### src/rtl/mc_ctrl_fsm_hs_if.sv
// rtl/mc_ctrl_fsm_hs_if.sv - instruction/memory inputs and datapath controls of the multi-cycle controller
interface mc_ctrl_fsm_hs_if #(
  parameter int ALUOP_W = 4
);
  logic [5:0]         opcode;
  logic [5:0]         func;
  logic               Overflow;
  logic               mem_ready;
  logic               IorD;
  logic               IRWr;
  logic               PCWr;
  logic               PCWrCond;
  logic               RegDst;
  logic               RegWr;
  logic               ALUSrcA;
  logic               MemWr;
  logic               MemRd;
  logic               MemtoReg;
  logic [1:0]         PCSrc;
  logic [1:0]         ALUSrcB;
  logic [ALUOP_W-1:0] ALUOp;
  logic [1:0]         BrCond;
  logic               halted;
  logic               trap;
  logic               instr_done;
  logic [3:0]         state_out;

  modport master (
    input  opcode, func, Overflow, mem_ready,
    output IorD, IRWr, PCWr, PCWrCond, RegDst, RegWr, ALUSrcA, MemWr, MemRd, MemtoReg,
    output PCSrc, ALUSrcB, ALUOp, BrCond, halted, trap, instr_done, state_out
  );

  modport slave (
    output opcode, func, Overflow, mem_ready,
    input  IorD, IRWr, PCWr, PCWrCond, RegDst, RegWr, ALUSrcA, MemWr, MemRd, MemtoReg,
    input  PCSrc, ALUSrcB, ALUOp, BrCond, halted, trap, instr_done, state_out
  );
endinterface

### src/rtl/mc_ctrl_fsm_hs.sv
// rtl/mc_ctrl_fsm_hs.sv - multi-cycle MIPS32 control FSM with memory wait states and traps
module mc_ctrl_fsm_hs #(
  parameter int ALUOP_W = 4,
  parameter int MEM_HS  = 1,
  parameter int TRAP_EN = 1
) (
  input  logic            clk,
  input  logic            rst_n,
  mc_ctrl_fsm_hs_if.master bus
);
  typedef enum logic [3:0] {
    S_FETCH    = 4'd0,
    S_DECODE   = 4'd1,
    S_MEM_ADDR = 4'd2,
    S_MEM_RD   = 4'd3,
    S_MEM_WB   = 4'd4,
    S_MEM_WR   = 4'd5,
    S_R_EXEC   = 4'd6,
    S_R_WB     = 4'd7,
    S_BRANCH   = 4'd8,
    S_JUMP     = 4'd9,
    S_I_WB     = 4'd10,
    S_HALT     = 4'd11,
    S_TRAP     = 4'd12,
    S_RST      = 4'd15
  } state_t;

  localparam logic [5:0] OP_R     = 6'h00;
  localparam logic [5:0] OP_J     = 6'h02;
  localparam logic [5:0] OP_BEQ   = 6'h04;
  localparam logic [5:0] OP_BNE   = 6'h05;
  localparam logic [5:0] OP_BLEZ  = 6'h06;
  localparam logic [5:0] OP_BGTZ  = 6'h07;
  localparam logic [5:0] OP_ADDI  = 6'h08;
  localparam logic [5:0] OP_ADDIU = 6'h09;
  localparam logic [5:0] OP_ANDI  = 6'h0C;
  localparam logic [5:0] OP_ORI   = 6'h0D;
  localparam logic [5:0] OP_XORI  = 6'h0E;
  localparam logic [5:0] OP_LUI   = 6'h0F;
  localparam logic [5:0] OP_LW    = 6'h23;
  localparam logic [5:0] OP_SW    = 6'h2B;
  localparam logic [5:0] OP_HALT  = 6'h3F;
  localparam bit         TE       = (TRAP_EN != 0);

  state_t     state_q, state_d;
  logic       ovf_q, ovf_d;
  logic       trap_new_q;
  logic       ready;
  logic       r_ok, r_arith;
  logic [3:0] r_op, i_op;

  logic       iord, irwr, pcwr, pcwrcond, regdst, regwr, alusrca, memwr, memrd, memtoreg;
  logic [1:0] pcsrc, alusrcb, brcond;
  logic [3:0] alu_op;
  logic       done;

  assign ready = (MEM_HS == 0) ? 1'b1 : bus.mem_ready;

  always_comb begin
    r_ok    = 1'b1;
    r_arith = 1'b0;
    r_op    = 4'b0000;
    case (bus.func)
      6'h20: begin r_op = 4'b0100; r_arith = 1'b1; end
      6'h21: r_op = 4'b0101;
      6'h22: begin r_op = 4'b0110; r_arith = 1'b1; end
      6'h23: r_op = 4'b0111;
      6'h24: r_op = 4'b0000;
      6'h25: r_op = 4'b0001;
      6'h26: r_op = 4'b0010;
      6'h27: r_op = 4'b0011;
      6'h2A: r_op = 4'b1000;
      6'h00: r_op = 4'b1010;
      6'h02: r_op = 4'b1011;
      6'h03: r_op = 4'b1101;
      default: r_ok = 1'b0;
    endcase
  end

  always_comb begin
    i_op = 4'b0100;
    case (bus.opcode)
      OP_ADDIU: i_op = 4'b0101;
      OP_ANDI:  i_op = 4'b0000;
      OP_ORI:   i_op = 4'b0001;
      OP_XORI:  i_op = 4'b0010;
      OP_LUI:   i_op = 4'b1001;
      default:  i_op = 4'b0100;
    endcase
  end

  always_ff @(posedge clk) begin
    if (!rst_n) begin
      state_q    <= S_RST;
      ovf_q      <= 1'b0;
      trap_new_q <= 1'b0;
    end else begin
      state_q    <= state_d;
      ovf_q      <= ovf_d;
      trap_new_q <= (state_d == S_TRAP) && (state_q != S_TRAP);
    end
  end

  always_comb begin
    state_d  = state_q;
    ovf_d    = 1'b0;
    iord     = 1'b0;
    irwr     = 1'b0;
    pcwr     = 1'b0;
    pcwrcond = 1'b0;
    regdst   = 1'b0;
    regwr    = 1'b0;
    alusrca  = 1'b0;
    memwr    = 1'b0;
    memrd    = 1'b0;
    memtoreg = 1'b0;
    pcsrc    = 2'b00;
    alusrcb  = 2'b00;
    brcond   = 2'b00;
    alu_op   = 4'b0000;
    done     = 1'b0;
    case (state_q)
      S_FETCH: begin
        memrd   = 1'b1;
        irwr    = ready;
        pcwr    = ready;
        alusrcb = 2'b01;
        alu_op  = 4'b0100;
        if (ready) state_d = S_DECODE;
      end
      S_DECODE: begin
        alusrcb = 2'b11;
        alu_op  = 4'b0100;
        case (bus.opcode)
          OP_R: state_d = S_R_EXEC;
          OP_LW, OP_SW, OP_ADDI, OP_ADDIU, OP_ANDI, OP_ORI, OP_XORI, OP_LUI: state_d = S_MEM_ADDR;
          OP_BEQ, OP_BNE, OP_BGTZ, OP_BLEZ: state_d = S_BRANCH;
          OP_J:    state_d = S_JUMP;
          OP_HALT: state_d = S_HALT;
          default: state_d = TE ? S_TRAP : S_FETCH;
        endcase
      end
      S_MEM_ADDR: begin
        alusrca = 1'b1;
        alusrcb = 2'b10;
        alu_op  = i_op;
        ovf_d   = bus.Overflow && (bus.opcode == OP_ADDI);
        if (bus.opcode == OP_LW)      state_d = S_MEM_RD;
        else if (bus.opcode == OP_SW) state_d = S_MEM_WR;
        else                          state_d = S_I_WB;
      end
      S_MEM_RD: begin
        iord  = 1'b1;
        memrd = 1'b1;
        if (ready) state_d = S_MEM_WB;
      end
      S_MEM_WB: begin
        memtoreg = 1'b1;
        regwr    = 1'b1;
        done     = 1'b1;
        state_d  = S_FETCH;
      end
      S_MEM_WR: begin
        iord  = 1'b1;
        memwr = 1'b1;
        if (ready) begin
          done    = 1'b1;
          state_d = S_FETCH;
        end
      end
      S_R_EXEC: begin
        alusrca = 1'b1;
        alu_op  = r_ok ? r_op : 4'b0000;
        ovf_d   = bus.Overflow && r_arith;
        state_d = (!r_ok && TE) ? S_TRAP : S_R_WB;
      end
      S_R_WB, S_I_WB: begin
        // An overflowing add/sub/addi must not reach the register file when traps are on
        regdst = (state_q == S_R_WB);
        regwr  = !(ovf_q && TE);
        if (ovf_q && TE) begin
          state_d = S_TRAP;
        end else begin
          done    = 1'b1;
          state_d = S_FETCH;
        end
      end
      S_BRANCH: begin
        alusrca  = 1'b1;
        alu_op   = 4'b1100;
        pcwrcond = 1'b1;
        pcsrc    = 2'b01;
        case (bus.opcode)
          OP_BNE:  brcond = 2'b01;
          OP_BGTZ: brcond = 2'b10;
          OP_BLEZ: brcond = 2'b11;
          default: brcond = 2'b00;
        endcase
        done    = 1'b1;
        state_d = S_FETCH;
      end
      S_JUMP: begin
        pcwr    = 1'b1;
        pcsrc   = 2'b10;
        done    = 1'b1;
        state_d = S_FETCH;
      end
      S_HALT:  state_d = S_HALT;
      S_TRAP:  state_d = S_TRAP;
      S_RST:   state_d = S_FETCH;
      default: state_d = S_RST;
    endcase
  end

  assign bus.IorD       = iord;
  assign bus.IRWr       = irwr;
  assign bus.PCWr       = pcwr;
  assign bus.PCWrCond   = pcwrcond;
  assign bus.RegDst     = regdst;
  assign bus.RegWr      = regwr;
  assign bus.ALUSrcA    = alusrca;
  assign bus.MemWr      = memwr;
  assign bus.MemRd      = memrd;
  assign bus.MemtoReg   = memtoreg;
  assign bus.PCSrc      = pcsrc;
  assign bus.ALUSrcB    = alusrcb;
  assign bus.ALUOp      = ALUOP_W'(alu_op);
  assign bus.BrCond     = brcond;
  assign bus.halted     = (state_q == S_HALT);
  assign bus.trap       = (state_q == S_TRAP) && trap_new_q;
  assign bus.instr_done = done;
  assign bus.state_out  = state_q;
endmodule
### src/flat_wrapper.sv
// flat-port wrapper written by rule: the top's interface ports become plain ports
module mc_ctrl_fsm_hs_flat 
#(
  parameter int ALUOP_W = 4,
  parameter int MEM_HS  = 1,
  parameter int TRAP_EN = 1
)
  (clk, rst_n, bus_opcode, bus_func, bus_Overflow, bus_mem_ready, bus_IorD, bus_IRWr, bus_PCWr, bus_PCWrCond, bus_RegDst, bus_RegWr, bus_ALUSrcA, bus_MemWr, bus_MemRd, bus_MemtoReg, bus_PCSrc, bus_ALUSrcB, bus_ALUOp, bus_BrCond, bus_halted, bus_trap, bus_instr_done, bus_state_out);
  mc_ctrl_fsm_hs_if #(.ALUOP_W(ALUOP_W)) bus_i ();
  input  logic clk;
  input  logic rst_n;
  input wire logic [$bits(bus_i.opcode)-1:0] bus_opcode;
  input wire logic [$bits(bus_i.func)-1:0] bus_func;
  input wire logic [$bits(bus_i.Overflow)-1:0] bus_Overflow;
  input wire logic [$bits(bus_i.mem_ready)-1:0] bus_mem_ready;
  output wire logic [$bits(bus_i.IorD)-1:0] bus_IorD;
  output wire logic [$bits(bus_i.IRWr)-1:0] bus_IRWr;
  output wire logic [$bits(bus_i.PCWr)-1:0] bus_PCWr;
  output wire logic [$bits(bus_i.PCWrCond)-1:0] bus_PCWrCond;
  output wire logic [$bits(bus_i.RegDst)-1:0] bus_RegDst;
  output wire logic [$bits(bus_i.RegWr)-1:0] bus_RegWr;
  output wire logic [$bits(bus_i.ALUSrcA)-1:0] bus_ALUSrcA;
  output wire logic [$bits(bus_i.MemWr)-1:0] bus_MemWr;
  output wire logic [$bits(bus_i.MemRd)-1:0] bus_MemRd;
  output wire logic [$bits(bus_i.MemtoReg)-1:0] bus_MemtoReg;
  output wire logic [$bits(bus_i.PCSrc)-1:0] bus_PCSrc;
  output wire logic [$bits(bus_i.ALUSrcB)-1:0] bus_ALUSrcB;
  output wire logic [$bits(bus_i.ALUOp)-1:0] bus_ALUOp;
  output wire logic [$bits(bus_i.BrCond)-1:0] bus_BrCond;
  output wire logic [$bits(bus_i.halted)-1:0] bus_halted;
  output wire logic [$bits(bus_i.trap)-1:0] bus_trap;
  output wire logic [$bits(bus_i.instr_done)-1:0] bus_instr_done;
  output wire logic [$bits(bus_i.state_out)-1:0] bus_state_out;
  assign bus_i.opcode = bus_opcode;
  assign bus_i.func = bus_func;
  assign bus_i.Overflow = bus_Overflow;
  assign bus_i.mem_ready = bus_mem_ready;
  assign bus_IorD = bus_i.IorD;
  assign bus_IRWr = bus_i.IRWr;
  assign bus_PCWr = bus_i.PCWr;
  assign bus_PCWrCond = bus_i.PCWrCond;
  assign bus_RegDst = bus_i.RegDst;
  assign bus_RegWr = bus_i.RegWr;
  assign bus_ALUSrcA = bus_i.ALUSrcA;
  assign bus_MemWr = bus_i.MemWr;
  assign bus_MemRd = bus_i.MemRd;
  assign bus_MemtoReg = bus_i.MemtoReg;
  assign bus_PCSrc = bus_i.PCSrc;
  assign bus_ALUSrcB = bus_i.ALUSrcB;
  assign bus_ALUOp = bus_i.ALUOp;
  assign bus_BrCond = bus_i.BrCond;
  assign bus_halted = bus_i.halted;
  assign bus_trap = bus_i.trap;
  assign bus_instr_done = bus_i.instr_done;
  assign bus_state_out = bus_i.state_out;
  mc_ctrl_fsm_hs #(.ALUOP_W(ALUOP_W), .MEM_HS(MEM_HS), .TRAP_EN(TRAP_EN)) u_core (.clk(clk), .rst_n(rst_n), .bus(bus_i));
endmodule
### config.mk
export PLATFORM = sky130hd
export DESIGN_NAME = mc_ctrl_fsm_hs_flat
export DESIGN_NICKNAME = d
export VERILOG_FILES = /design/src/rtl/mc_ctrl_fsm_hs_if.sv /design/src/rtl/mc_ctrl_fsm_hs.sv /design/src/flat_wrapper.sv
export SDC_FILE = /design/constraint.sdc
export NUM_CORES = 1
export LEC_CHECK = 0
export CORE_MARGIN = 1.5
export CORE_UTILIZATION = 46
export CTS_BUF_LIST = sky130_fd_sc_hd__clkbuf_16
export DETAILED_ROUTE_END_ITERATION = 8
export HOLD_SLACK_MARGIN = 0.05
export PLACE_DENSITY = 0.87
export SETUP_SLACK_MARGIN = 0.02
export SYNTH_ARGS = -nofsm -noshare
export SYNTH_HDL_FRONTEND = slang
export SYNTH_SLANG_ARGS = --single-unit
### constraint.sdc
create_clock -name clk -period 5.1 [get_ports clk]
set_clock_uncertainty 0.15 [all_clocks]
set_input_delay 1.02 -clock clk [delete_from_list [all_inputs] [get_ports clk]]
set_output_delay 1.02 -clock clk [all_outputs]
set_load 0.01 [all_outputs]
Yosys cells after proc, flatten, opt, wreduce, memory -nomap -nowiden --
Memories as Yosys holds them, arrays and structs flattened. Cells that the tools add are included.
Storage, ports and cells: output and inout port bits 27, word-level logic and storage cells 89, bits of input ports 16, bits in latches 0, bits in writable memories 0, bits in read-only memories 256, memories kept 1, register bits after elaboration 6
Memory list:
- (no name shown) | words 64, width 4, rd ports 1, clocked after memory_dff 0, write ports 0, RTL line mc_ctrl_fsm_hs.sv:134 | case (bus.opcode)
Cells by class: multiplexer cells 32, shifts and indexed selects 0, equal/unequal tests 37, multipliers 0, divide/modulo/power cells 0, $lt $le $gt $ge 0, bitwise logic cells 0, $add $sub $neg 0, reduce and logical (&&, ||, !) cells 16
Operators with widths (number):
- 6-bit equality test, second input constant | 11
- 4-bit case mux with 11 select lines | 1
- 4-bit case mux with 10 select lines | 1
- 6-bit by 4-bit equality test with 1-bit output, second input constant | 6
- 4-bit 2-to-1 mux | 8
- 4-bit equality test, second input constant | 7
- 4-bit case mux with 5 select lines | 1
- 6-bit by 3-bit equality test with 1-bit output, second input constant | 3
- 4-bit by 3-bit equality test with 1-bit output, second input constant | 4
- 4-bit case mux with 4 select lines | 1
- 6-bit by 2-bit equality test with 1-bit output, second input constant | 2
- 1-bit 2-to-1 mux | 12
- 2-bit case mux with 3 select lines | 2
- 12-bit OR reduction | 1
- 2-bit OR reduction | 5
- 4-bit by 2-bit equality test with 1-bit output, second input constant | 2
- 6-bit logical NOT | 1
- 1-bit case mux with 2 select lines | 3
- 3-bit OR reduction | 2
- 4-bit by 1-bit equality test with 1-bit output, second input constant | 1
- 1-bit logical AND | 4
- 4-bit logical NOT | 1
- 4-bit inequality test, second input constant | 1
- 2-bit case mux with 2 select lines | 1
- 4 further kinds | 4

Depth between registers and ports, before layout --
Gate-level depths: netlist of the first run.
word-level depth 7, gate-level depth with buffers 8, mapped depth without buffers 6

Worst setup path after synthesis of the first run --
OpenSTA, ideal clock, no wires.
kind input -> output, from in bus_func[5], to out bus_ALUOp[3], setup slack 2.091 ns, stages 7, required time 3.930 ns, arrival 1.839 ns, buffers on the path 1, cell sequence buf_6 and3_1 nor2_1 nor2_1 a21oi_1 or3_1 nand3_1
On the way: cells in the longest elaborated chain, start to end 5, elaborated cells on any way between the ends 17, classes of those cells eq/ne (11); mux (4); reduce/logical (2)
Ends and longest elaborated chain:
- start, declared | RTL line flat_wrapper.sv:13 | input wire logic [$bits(bus_i.func)-1:0] bus_func;
- 6-bit equality test (tied with other cells) | RTL line mc_ctrl_fsm_hs.sv:63 | case (bus.func)
- 12-bit OR reduction (no line)
- 1-bit 2-to-1 mux | RTL line mc_ctrl_fsm_hs.sv:63
- 4-bit 2-to-1 mux * | RTL line mc_ctrl_fsm_hs.sv:173 | alu_op = r_ok ? r_op : 4'b0000;
- 4-bit case mux with 4 select lines * | RTL line mc_ctrl_fsm_hs.sv:122 | case (state_q)
- end, declared | RTL line flat_wrapper.sv:28 | output wire logic [$bits(bus_i.ALUOp)-1:0] bus_ALUOp;
Every way passes the cells marked *; elsewhere a longest branch is shown, timed or not.

Final worst setup path of the first run --
Same ends and word-level chain as after synthesis.

==> results.yml, run 1 <==
run_status:
  status: "finished clean"
finish:
  final_common_cell: "clkdlybuf4s50_1"
  drive_gt1_share_pct: 5.88
  final_cell_mix: "clkdlybuf4s50_1, nor2_1, nand2_1"
  n_antenna_cell: 0
  nets: 205
  postLayoutCoreUtil_pct: 71.9
  synthToLayoutAreaGrowth_pct: 42.2
clock_tree:
  cts_tree: "yes"
  hold_buffers: 0
  htreeDepth: 1
  cts_setup_buffers: 0
  clk_latency_ns: 0.23
  clock_path_buffers: 2
  cts_root_buffer: "clkbuf_16"
  path_clk_slew_ns: 0.03
  numCtsBuffers: 3
  clock_sinks: 6
  ctsResizeCount: 0
worst_setup_path:
  cp-start-kind: "primary input"
  crit_required_ns: 3.93
  reg2reg_slack_ns: 2.78
  cp_max_fo: 10
  cp-end-kind: "output port"
  r2r_cells: 6
  worstReg2RegEnd: "u_core.trap_new_q"
  rr_startpoint: "u_core.bus.state_out[1]"
  critPathKind: "primary input to output port"
  arrival_ns: 2.97
yosys:
  syn_avg_cell_area_sq_um: 6.62
  synthArstFlopShare_pct: 0
  ys_types: 52
  synthesis.area_sq_mm: 0.00103
  synth_fp_nets: 172
  yosysTopAreaCell: "dfxtp_1"
  synth_seq_cells: 6
  synth_top_cell_area_share_pct: 11.6
  ys.flop_type: "dfxtp_1"
  synth-seq-area-share_pct: 11.6
  syn_inst: 156
  synth_edf_count: 0
  synth.area.top_cells: "dfxtp_1, nor2_1, a21oi_1"
  yosysWarnings: 0
global_route:
  globalRouteTotalUtil_pct: 24.4
  grt_max_degree: 21
  antenna_found_initial: 0
  grt_overflow: 0
  grt_pass1_vias: 1128
  grt_pass1_wl_mm: 4.85
timing:
  finalMaxSlewViolations: 0
  worst_pin_slew_ns: 0.669
  worst_slack_ns: 0.960
  setup_tns_ns: 0
  slew_headroom_pct: 55.3
  fin_crit_sh_pct: 81.2
  setup_violations: 0
  finalHoldViolCount: 0
  fin_crit_ns: 4.14
  max_freq_ghz: 0.242
  rsz0062_at_grt: "no"
floorplanning:
  start_util_pct: 50.6
  io-pin-count: 43
  coreArea_sq_mm: 0.00204
  die-area_sq_mm: 0.00254
  row_count: 16
  die_w_um: 50.4
  die_h_um: 50.4
detailed_routing:
  vias: 1289
  post-route-drc-count: 0
  wl_per_cell_um: 13.7
  routed_wl_mm: 2.92
  vias_per_cell: 6.02
  ant_nets: 0
  dr.pass1.iters: 4
  drt_iter0_markers: 23
flow_run:
  max_cap_violations: 0
hold_path:
  hp-start: "u_core.ovf_q"
  hold_depth: 4
  min_path_type: "register to register"
  hold_end: "u_core.bus.state_out[3]"
placed_design:
  dp_slack_ns: 0.973
  gp_congestion: 0.870
  dpl.hpwl_mm: 2.14
  portBuffers: 42
pwr:
  worst_ir_drop_vdd_uv: 222
  power_uw: 703
  powerDensity_mw_per_mm2: 479
  p_leak_nw: 0.557
[layer usage]
metal	vias to the layer above	part of all wire (%)	wire length [um]	GRT usage, %
met1	587	43	1270	28.4
met5	-	0	0	0
li1	640	-	-	-
met4	0	1.4	40	13.5
met3	4	6.1	177	3.57
met2	58	49	1430	42.3
[registers in the layout, indices dropped and copies added, names as in the netlist]
name	cells
u_core.ovf_q	1
u_core.bus.state_out	4
u_core.trap_new_q	1
[power by group]
group | switching (mW) | leakage, nW | internal, mW
clock | 0.0281 | 0.0370 | 0.101
combinational | 0.221 | 0.471 | 0.211
sequential | 0.0766 | 0.0497 | 0.0652
[kinds of logic after synthesis]
| kind of cell | synth area share (%) |
|---|---|
| compound gates | 31.0 |
| xor+xnor | 1.70 |
| buf+inv | 12.0 |
| flops | 11.6 |
| mux | 0.970 |
| simple gates | 42.7 |
[per-stage QoR]
stage,hold slack [ns],cells,cell area (sq um)
floorplan,0.574,156,1030
global placement,0.674,211,1390
detailed placement,0.676,211,1390
CTS,0.687,214,1470
global route,0.721,214,1470
finish,0.679,214,1470
[cells in the mapped netlist (all sizes together), types with 3 or more instances]
master,instances
buf,13
dfxtp,6
inv,8
nor3,5
or3,3
a21oi,12
o21ai,5
nand4b,3
and3,7
nand3,4
nand2,13
nand4,6
nor2,25
nand2b,4
o22ai,4
nor3b,3
[how the worst max path moves through the flow]
stage	from	endpoint	slack, ns
CTS	bus_func[5]	bus_ALUOp[3]	0.96
finish	bus_func[5]	bus_ALUOp[3]	0.96
global placement	bus_func[5]	bus_ALUOp[3]	0.99
detailed placement	bus_func[5]	bus_ALUOp[3]	0.97
floorplan	bus_func[5]	bus_ALUOp[3]	2.09
global route	bus_func[5]	bus_ALUOp[3]	0.79
[cell type report]
class,count,area [sq um]
fill,206,574
tap,27,33.8
sequential,6,120
clock buffer,3,75.1
multi-input combinational,128,788
inverter,8,30.0
timing repair buffer,42,420
[worst max-delay path, stage by stage]
cell,delay [ns]
clkdlybuf4s50_1,0.66
and3_1,0.21
nor2_1,0.04
nor2_1,0.08
a21oi_1,0.04
or3_1,0.30
nand3_1,0.09
clkdlybuf4s50_1,0.53
(Power assumes the default switching activity.)
==> run 2, diff against run 1 <==
--- a/config.mk
+++ b/config.mk
@@ -6,11 +6,11 @@
 export NUM_CORES = 1
 export LEC_CHECK = 0
 export CORE_MARGIN = 1.5
-export CORE_UTILIZATION = 46
+export CORE_UTILIZATION = 43
 export CTS_BUF_LIST = sky130_fd_sc_hd__clkbuf_16
 export DETAILED_ROUTE_END_ITERATION = 8
 export HOLD_SLACK_MARGIN = 0.05
-export PLACE_DENSITY = 0.87
+export PLACE_DENSITY = 0.83
 export SETUP_SLACK_MARGIN = 0.02
 export SYNTH_ARGS = -nofsm -noshare
 export SYNTH_HDL_FRONTEND = slang
==> constraint.sdc (replaced) <==
create_clock -name clk -period 4.25 [get_ports clk]
set_clock_uncertainty 0.15 [all_clocks]
set_input_delay 0.85 -clock clk [delete_from_list [all_inputs] [get_ports clk]]
set_output_delay 0.85 -clock clk [all_outputs]
set_load 0.01 [all_outputs]
==> results.yml, run 2 (synthesized netlist as in run 1, its figures left out) <==
run_status:
  status: "finished clean"
placed_design:
  portBuffers: 42
  place_inst: 213
  dpl.hpwl_mm: 2.26
  dp_slack_ns: 0.450
  gp_congestion: 0.837
finish:
  postLayoutCoreUtil_pct: 66.1
  final_common_cell: "clkdlybuf4s50_1"
  largest_reg_flops: 4
  synthToLayoutAreaGrowth_pct: 43.0
  n_antenna_cell: 0
  drive_gt1_share_pct: 6.38
  multiInputGateArea_sq_um: 788
  final_cell_count_no_fill: 216
  register_area_sq_um: 120
  fill_cells: 194
  final_cell_mix: "clkdlybuf4s50_1, nor2_1, nand2_1"
  nets: 206
clock_tree:
  clock_sinks: 6
  cts_setup_buffers: 0
  cts_tree: "yes"
  path_clk_slew_ns: 0.03
  hold_buffers: 0
  htreeDepth: 1
  ctsResizeCount: 0
  cts_root_buffer: "clkbuf_16"
  clock_path_buffers: 2
  numCtsBuffers: 3
  clk_latency_ns: 0.23
pwr:
  worst_ir_drop_vdd_uv: 326
  p_leak_nw: 0.562
  powerDensity_mw_per_mm2: 578
timing:
  max_freq_ghz: 0.262
  fin_crit_ns: 3.82
  fin_crit_sh_pct: 89.9
  slew_headroom_pct: 55.4
  worst_pin_slew_ns: 0.668
  setup_violations: 0
  worst_slack_ns: 0.429
  whs_ns: 0.653
  finalHoldViolCount: 0
  finalMaxSlewViolations: 0
  setup_tns_ns: 0
  rsz0062_at_grt: "no"
floorplanning:
  die-area_sq_mm: 0.00270
  die_h_um: 52.0
  io-pin-count: 43
  die_w_um: 52.0
  row_count: 17
  coreArea_sq_mm: 0.00223
  start_util_pct: 46.2
detailed_routing:
  ant_nets: 0
  wl_per_cell_um: 14.2
  drt_iter0_markers: 31
  routed_wl_mm: 3.07
  post-route-drc-count: 0
  vias: 1268
  dr.pass1.iters: 4
  vias_per_cell: 5.87
hold_path:
  min_path_type: "register to register"
worst_setup_path:
  crit_required_ns: 3.25
  cp-end-kind: "output port"
  cp-start-kind: "primary input"
  cp_max_fo: 10
  critPathKind: "primary input to output port"
  arrival_ns: 2.82
global_route:
  grt_max_degree: 20
  antenna_found_initial: 0
  grt_pass1_vias: 1165
  grt_overflow: 0
  grt_pass1_wl_mm: 5.20
  globalRouteTotalUtil_pct: 24.9
flow_run:
  max_cap_violations: 0
[run 2: cell types whose count changed in the layout (fill, tap and decap cells not counted), sizes merged]
cell  change
buf       +1
[run 2: power by group]
part           total, mW  switching (mW)  internal, mW
clock              0.152          0.0314         0.121
combinational      0.553           0.294         0.260
sequential         0.148          0.0702        0.0782
[run 2: path summary, 6_finish.rpt]
kind                            from                      end  slack [ns]  cells past startpoint
max                      bus_func[5]             bus_ALUOp[3]        0.43                      8
min          u_core.bus.state_out[1]  u_core.bus.state_out[1]        0.65                      5
max reg2reg  u_core.bus.state_out[2]        u_core.trap_new_q        1.94                      6
min reg2reg  u_core.bus.state_out[1]  u_core.bus.state_out[1]        0.65                      5
[run 2: final cells by class]
class,count,area share (%)
timing repair buffer,43,29.0
inverter,8,2.03
tap,28,2.37
multi-input combinational,128,53.4
sequential,6,8.14
clock buffer,3,5.08
[run 2: metal layers]
layer | up-vias | track usage [%] | share of wire [%] | wire length [um]
met5 | - | 0 | 0 | 0
met4 | 0 | 5.26 | 0.46 | 14
met3 | 2 | 3.16 | 6.5 | 198
met2 | 63 | 42.8 | 50 | 1530
met1 | 564 | 32.9 | 43 | 1330
li1 | 639 | - | - | -
[run 2: worst max-delay path: stages]
cell and delay, ns:
clkdlybuf4s50_1 0.66, and3_1 0.21, nor2_1 0.04, nor2_1 0.09, a21oi_1 0.04, or3_1 0.31, nand3_1 0.08, clkdlybuf4s50_1 0.54
[run 2: through the flow]
step	power, mW	area, sq um
detailed placement	0.692	1400
finish	0.854	1480
global route	0.923	1480
floorplan	0.501	1030
global placement	0.681	1400
CTS	0.849	1480
==> run 3, diff against run 2 <==
==> constraint.sdc (replaced) <==
create_clock -name clk -period 4.25 [get_ports clk]
set_clock_uncertainty 0.15 [all_clocks]
set_input_delay 0.85 -clock clk [delete_from_list [all_inputs] [get_ports clk]]
set_output_delay 0.85 -clock clk [all_outputs]
set_load 0.005 [all_outputs]
==> results of run 3 <==
The final DEF is identical to that of run 2. Status: finished clean.
Main changes from that run: setup slack after placement 0.450 ns -> 0.485 ns; setup slack after layout 0.429 ns -> 0.464 ns; total power 0.854 mW -> 0.828 mW; worst IR drop on VDD 326 uV -> 314 uV
